File: src/rtl/conv2d_window_generator.sv
// Purpose : streaming FILTER_SIZE x FILTER_SIZE window generator for raster-ordered pixels ("valid" conv, no padding).
// Latency : window_valid rises one cycle after the pixel completing a window is accepted.
// Backpres: pix_ready = !window_valid || window_ready; a pending window stalls input and is never dropped.
//
// Ports:
//   clk, rst          - clock; synchronous active-low reset
//   pix_valid/ready   - pixel input handshake, pix_data in raster order
//   window_valid/ready- window output handshake, image_patch[i][j] (i=0 top row, j=0 left column)
//   frame_done        - one-cycle pulse after the last window of a frame is accepted
module conv2d_window_generator #(
    parameter int FILTER_SIZE = 3,
    parameter int DATA_WIDTH  = 8,
    parameter int IMG_WIDTH   = 8,
    parameter int IMG_HEIGHT  = 8
) (
    input  logic                                                 clk,
    input  logic                                                 rst,
    input  logic                                                 pix_valid,
    output logic                                                 pix_ready,
    input  logic [DATA_WIDTH-1:0]                                pix_data,
    output logic                                                 window_valid,
    input  logic                                                 window_ready,
    output logic [FILTER_SIZE-1:0][FILTER_SIZE-1:0][DATA_WIDTH-1:0] image_patch,
    output logic                                                 frame_done
);
    localparam int CW = (IMG_WIDTH  > 1) ? $clog2(IMG_WIDTH)  : 1;
    localparam int RW = (IMG_HEIGHT > 1) ? $clog2(IMG_HEIGHT) : 1;
    localparam logic [CW-1:0] COL_LAST = CW'(IMG_WIDTH - 1);
    localparam logic [CW-1:0] COL_WIN  = CW'(FILTER_SIZE - 1);
    localparam logic [RW-1:0] ROW_LAST = RW'(IMG_HEIGHT - 1);
    localparam logic [RW-1:0] ROW_WIN  = RW'(FILTER_SIZE - 1);

    typedef enum logic {FILL, RUN} state_t;

    state_t                                          state_q, state_d;
    logic [CW-1:0]                                   col_q, col_d;
    logic [RW-1:0]                                   row_q, row_d;
    logic                                            win_vld_q, win_vld_d;
    logic                                            last_win_q, last_win_d;
    logic                                            frame_done_q, frame_done_d;
    logic [FILTER_SIZE-1:0][FILTER_SIZE-1:0][DATA_WIDTH-1:0] patch_q, patch_d;

    // Row memories: line_q[0] holds the oldest buffered row.
    logic [DATA_WIDTH-1:0] line_q [FILTER_SIZE-1][IMG_WIDTH];
    logic [FILTER_SIZE-1:0][DATA_WIDTH-1:0] col_rd;

    logic pix_acc, win_acc, col_wrap, frame_wrap, produce;

    assign pix_ready    = !win_vld_q || window_ready;
    assign pix_acc      = pix_valid && pix_ready;
    assign win_acc      = win_vld_q && window_ready;
    assign col_wrap     = (col_q == COL_LAST);
    assign frame_wrap   = col_wrap && (row_q == ROW_LAST);
    assign window_valid = win_vld_q;
    assign image_patch  = patch_q;
    assign frame_done   = frame_done_q;

    // Column presented to the window: buffered rows on top, live pixel at the bottom.
    always_comb begin
        col_rd = '0;
        for (int k = 0; k < FILTER_SIZE - 1; k++) begin
            col_rd[k] = line_q[k][col_q];
        end
        col_rd[FILTER_SIZE-1] = pix_data;
    end

    always_comb begin
        state_d      = state_q;
        col_d        = col_q;
        row_d        = row_q;
        win_vld_d    = win_vld_q;
        last_win_d   = last_win_q;
        patch_d      = patch_q;
        produce      = 1'b0;
        frame_done_d = win_acc && last_win_q;

        if (pix_acc) begin
            // The window shifts on every accepted pixel, including FILL and
            // column-wrap pixels; those intermediate contents are simply not flagged valid.
            for (int i = 0; i < FILTER_SIZE; i++) begin
                for (int j = 0; j < FILTER_SIZE - 1; j++) begin
                    patch_d[i][j] = patch_q[i][j+1];
                end
                patch_d[i][FILTER_SIZE-1] = col_rd[i];
            end

            col_d = col_wrap ? '0 : col_q + 1'b1;
            if (col_wrap) begin
                row_d = frame_wrap ? '0 : row_q + 1'b1;
            end

            case (state_q)
                FILL: begin
                    if (row_q == ROW_WIN && col_q == '0) begin
                        state_d = RUN;
                    end
                end
                RUN: begin
                    produce = (col_q >= COL_WIN);
                    if (frame_wrap) begin
                        state_d = FILL;
                    end
                end
                default: state_d = FILL;
            endcase
        end

        // A same-cycle accept and produce keeps valid high with the new window.
        if (produce) begin
            win_vld_d  = 1'b1;
            last_win_d = frame_wrap;
        end else if (win_acc) begin
            win_vld_d  = 1'b0;
        end
    end

    always_ff @(posedge clk) begin
        if (!rst) begin
            state_q      <= FILL;
            col_q        <= '0;
            row_q        <= '0;
            win_vld_q    <= 1'b0;
            last_win_q   <= 1'b0;
            frame_done_q <= 1'b0;
            patch_q      <= '0;
        end else begin
            state_q      <= state_d;
            col_q        <= col_d;
            row_q        <= row_d;
            win_vld_q    <= win_vld_d;
            last_win_q   <= last_win_d;
            frame_done_q <= frame_done_d;
            patch_q      <= patch_d;
        end
    end

    // Line buffers carry no reset: stale rows are never exposed by the window gating.
    always_ff @(posedge clk) begin
        if (pix_acc) begin
            for (int k = 0; k < FILTER_SIZE - 2; k++) begin
                line_q[k][col_q] <= line_q[k+1][col_q];
            end
            line_q[FILTER_SIZE-2][col_q] <= pix_data;
        end
    end

endmodule

File: config.mk
export PLATFORM = sky130hd
export DESIGN_NAME = conv2d_window_generator
export DESIGN_NICKNAME = d
export VERILOG_FILES = /design/src/rtl/conv2d_window_generator.sv
export SDC_FILE = /design/constraint.sdc
export NUM_CORES = 1
export LEC_CHECK = 0
export CAP_MARGIN = 40
export CORE_UTILIZATION = 50
export DETAILED_ROUTE_END_ITERATION = 10
export PLACE_DENSITY = 0.72
export SYNTH_ARGS = -nofsm -noshare
export SYNTH_HDL_FRONTEND = slang
export SYNTH_SLANG_ARGS = --single-unit
File: constraint.sdc
create_clock -name clk -period 3.3 [get_ports clk]
set_input_delay 0.33 -clock clk [delete_from_list [all_inputs] [get_ports clk]]
set_output_delay 0.33 -clock clk [all_outputs]
set_load 0.02 [all_outputs]
After elaboration in Yosys (flattened, before gate mapping)
Memory sizes are Yosys's and may differ from the RTL's. Cells that the tools add are included.

Register bits: 82. Bits in writable memories: 128. Input port bits: 12. Output and inout port bits: 75. Logic and storage cells: 56. Memories: 1.

Memories: line_q (words 2, bits a word 64, rd ports 2, clocked after memory_dff 0, write ports 2, RTL line 44) `logic [DATA_WIDTH-1:0] line_q [FILTER_SIZE-1][IMG_WIDTH];`.

Add/subtract/negate cells: 2. $lt $le $gt $ge: 3. Equality and inequality tests: 3. Muxes and demuxes: 19. Bitwise logic cells: 2. Reductions and logical operators: 11.

Operators with widths (count): 2-to-1 mux 64 bit (1); binary-select mux 8 bit (select 3 bit) (2); 2-to-1 mux 8 bit (5); demux 8 bit (select 3 bit) (1); 2-to-1 mux 1 bit (7); adder 3 x 1 -> 3 bit (second input constant) (2); == test 3 bit (second input constant) (2); logical AND 1 bit (6); 2-to-1 mux 3 bit (2); >= comparator 4 bit (second input constant) (1); < comparator 4 x 1 -> 1 bit (second input constant) (1); inverter 3 -> 4 bit (1); == test 3 x 2 -> 1 bit (second input constant) (1); >= comparator 3 x 2 -> 1 bit (second input constant) (1); logical NOT 3 bit (1); one-hot mux 1 bit (2 select lines) (1); AND reduction 2 bit (1); nonzero test 2 bit (1); logical NOT 1 bit (1); logical OR 1 bit (1); inverter 1 bit (1).

Logic depth before layout (Yosys ltp)
Word-level depth: 6. Gate-level depth with buffers: 7. Gate-level depth less buffers: 5.

Worst setup path after synthesis
OpenSTA, ideal clock, no wires.

Path kind: flip-flop to flip-flop. Start point: reg win_vld_q (netlist: window_valid). End point: mem line_q[0][120] in the netlist's numbering (enable). Library setup time: 0.430 ns. Arrival time: 2.627 ns. Data required time: 2.870 ns. Slack: 0.243 ns. Stages on the path, launching flop included: 6. Path buffers: 2. Period minus slack after synthesis: 3.057 ns. Cell sequence: dfxtp_1 -> nand2b_1 -> nand2_1 -> buf_2 -> buf_2 -> nor4_1.

RTL lines: start: declaration (RTL line 38) `logic win_vld_q, win_vld_d;`; start signal: assignment (RTL line 130) `win_vld_q <= win_vld_d;`; end: declaration (RTL line 44).

==> flow_summary_export.csv <==
group,metric,value,unit
timing,skew,0.01082,ns
timing,relSlewSlack,45.22,%
synth,synth_edf_count,128,
floorplanning,die_y,129.6,µm
clock_tree,cts_tree,"yes",
outcome,status,"finished clean",
clock_tree,htree_num_levels,1,
worst_setup_path,path_depth,5,
clock_tree,clock_sinks,210,
synth,synthFlopType,"edfxtp_1",
global_route,grt_max_degree,54,
finish,final.fill_count,1238,
clock_tree,cts-buffers-inserted,21,
floorplanning,fp-row-count,46,
timing,rsz0062_at_grt,"false",
placed_design,place_area,9239,µm²
clock_tree,cts-resized-gates,0,
route,drc,0,
timing,maxSlewViolCount,0,
worst_setup_path,worstPathBufferInverterCount,1,
floorplanning,io_pins,87,
clock_tree,worstSkewPairLatency,0.50,ns
worst_setup_path,critPathCaptureType,"register",
finish,syn_to_final_growth,22.17,%
route,first_pass_iters,7,
route,drt_iter0_markers,438,
timing,max_freq,433.9,MHz
global_route,grt_pass1_wl,28.05,mm
synth,postSynthAreaPerCell,12.64,µm²
synth,synthMostInstantiatedCell,"nand2_1",
floorplanning,core,15890,µm²
global_route,antenna_found_initial,0,
worst_setup_path,critPathTopFamily,"flip-flops",
timing,tightest_slew,0.8217,ns
power_and_ir_drop,peakVddDrop,0.3460,mV
synth,ys_top_cells_by_area,"edfxtp_1 (47%), dfxtp_1 (20%), nand2_1 (6.3%)",
power_and_ir_drop,power.switching,1.312,mW
power_and_ir_drop,p_leak,3.343,nW
floorplanning,dieArea,16790,µm²
power_and_ir_drop,combPwrFrac,8.3,%
global_route,overflow,0,
synth,synth_top_area_cell,"edfxtp_1",
synth,yosys_register_bits,210,
power_and_ir_drop,swShare,22.89,%
synth,synth_cell_type_count,48,
clock_tree,cts_buffer_depth,3,
worst_setup_path,crit_type,"register to register",
timing,post-route-period-util,69.84,%
timing,setup_violations,0,
worst_setup_path,cpMaxStageDelayCell,"dfxtp_1",
placed_design,port_buffers,86,
worst_setup_path,arrival,2.70,ns
finish,final-seq-area,5488,µm²
worst_setup_path,timing.critical_path.cells,"buf_4, nand2b_1, o22ai_1, or3_1, o21ba_2",
clock_tree,cts_root_buffer,"clkbuf_16",
global_route,grt_pass1_vias,5118,
worst_hold_path,min_path_type,"register to register",
global_route,track_usage,21.95,%
route,via_per_inst,5.518,
synth,synth_top_area_share,47.23,%
finish,diodes,0,
timing,hold_violations,0,
job,maxCapViolCount,0,
route,vias,5336,
clock_tree,post_cts.repair.setup_buffers,0,
power_and_ir_drop,sequentialPowerShare,51.3,%
worst_setup_path,reg2reg_depth,5,
timing,fin_tns_setup,0,ns
synth,syn_area,8138,µm²
finish,design_area,9942,µm²
finish,multi_input_area,2411,µm²
route,drtAntennaViolNets,0,
placed_design,gp_congestion,0.8068,
power_and_ir_drop,p_int,4.420,mW
clock_tree,cts_hold_buf,0,
power_and_ir_drop,power_density,576.5,nW/µm²
worst_setup_path,crit_path_start_kind,"register",
synth,yosysSeqAreaShare,67.40,%
synth,synthArstFlopShare,0,%
synth,postSynthCellCount,644,
clock_tree,cts.clk_slew.worst_paths,0.06,ns
worst_setup_path,worstPathRequired,3.69,ns
floorplanning,die_x,129.6,µm
route,post_drt_wl_per_cell,18.69,µm
worst_setup_path,cp_max_fo,19,
placed_design,dp_hpwl,11.76,mm
finish,drive_gt1_share,11.85,%
worst_setup_path,slowest_delay,0.76,ns
route,drt-total-wl,18.08,mm
timing,min_period,2.305,ns
synth,yosys_warnings,0,
floorplanning,initial_core_util,51.23,%
synth,synth_nets,662,
synth,synthTopCellsByCount,"nand2_1 (136), edfxtp_1 (128), dfxtp_1 (82)",
finish,nets,754,
power_and_ir_drop,clockPowerShare,40.4,%
worst_hold_path,worstHoldPathCells,2,
-- through the flow --
stage	hold slack, ns	utilization [%]	cells	setup WS (ns)	power, mW
floorplan	0.4289	-	644	0.2432	3.261
global placement	0.4505	58.16	928	0.9953	3.451
detailed placement	0.4552	58.16	928	0.8736	3.465
CTS	0.4632	62.46	966	0.9421	5.770
global route	0.4801	62.59	967	0.8878	5.919
finish	0.4591	62.59	967	0.9953	5.732
-- cells by family after synthesis --
group / Yosys count / share of synthesized area [%]
buf+inv: 50 / 3.336
fa+ha+maj: 6 / 0.9225
compound gates: 139 / 11.99
mux: 52 / 6.611
flops: 210 / 67.40
simple gates: 187 / 9.733
-- sequential cells by signal, indices dropped and copies added, names as in the netlist --
name	cells
state_q	1
line_q	128
col_q	3
frame_done	1
last_win_q	1
window_valid	1
image_patch	72
row_q	3
-- area by class of cell --
class                           instances  area share (%)
Tap cell                              216           2.718
Clock buffer                           26           5.890
Clock inverter                         12          0.9816
Timing Repair Buffer                  112           10.70
Inverter                                7          0.2643
Sequential cell                       210           55.20
Multi-Input combinational cell        384           24.25
-- routing by layer --
layer	vias up	wire, µm	global-route usage, %
li1	2519	-	-
met1	2594	7918	30.98
met2	191	8725	35.26
met3	32	1071	3.055
met4	0	362	6.977
met5	-	0	0
-- worst reg2reg max path: stages (launching register included) --
cell	delay (ns)
dfxtp_1	0.76
buf_4	0.29
nand2b_1	0.28
o22ai_1	0.13
or3_1	0.48
o21ba_2	0.26
-- layout by cell type, fill, tap and decap left out, drive strengths merged, types with 6 or more instances in the layout --
cell type | synthesis | final
nor2 | 13 | 13
buf | 28 | 27
clkinv | 1 | 8
a21oi | 12 | 12
nor3 | 7 | 7
nand2 | 136 | 136
a21boi | 64 | 64
edfxtp | 128 | 128
dfxtp | 82 | 82
ha | 6 | 6
clkbuf | 15 | 26
mux2i | 47 | 47
inv | 6 | 9
o21ai | 20 | 20
o22ai | 10 | 10
a31oi | 9 | 9
clkdlybuf4s50 | 0 | 85
-- power by group through the flow --
| stage | clock [mW] | combinational (mW) | sequential [mW] |
|---|---|---|---|
| 2_1_floorplan | 0 | 0.242 | 3.02 |
| 3_3_place_gp | 0 | 0.447 | 3.00 |
| 3_5_place_dp | 0 | 0.458 | 3.01 |
| 4_1_cts | 2.36 | 0.462 | 2.95 |
| 5_1_grt | 2.46 | 0.509 | 2.95 |
| 6_report | 2.32 | 0.474 | 2.94 |
-- worst paths after layout --
check / start / to / slack, ns
worst max-delay path: col_q[2]$_SDFFE_PN0P_ / image_patch[40]$_SDFFE_PN0P_ / 1.0
worst max register to register: col_q[2]$_SDFFE_PN0P_ / image_patch[40]$_SDFFE_PN0P_ / 1.0
worst min register to register: image_patch[2]$_SDFFE_PN0P_ / image_patch[2]$_SDFFE_PN0P_ / 0.46
worst min-delay path: image_patch[2]$_SDFFE_PN0P_ / image_patch[2]$_SDFFE_PN0P_ / 0.46
Note: power is estimated with default switching activity, not from simulation.
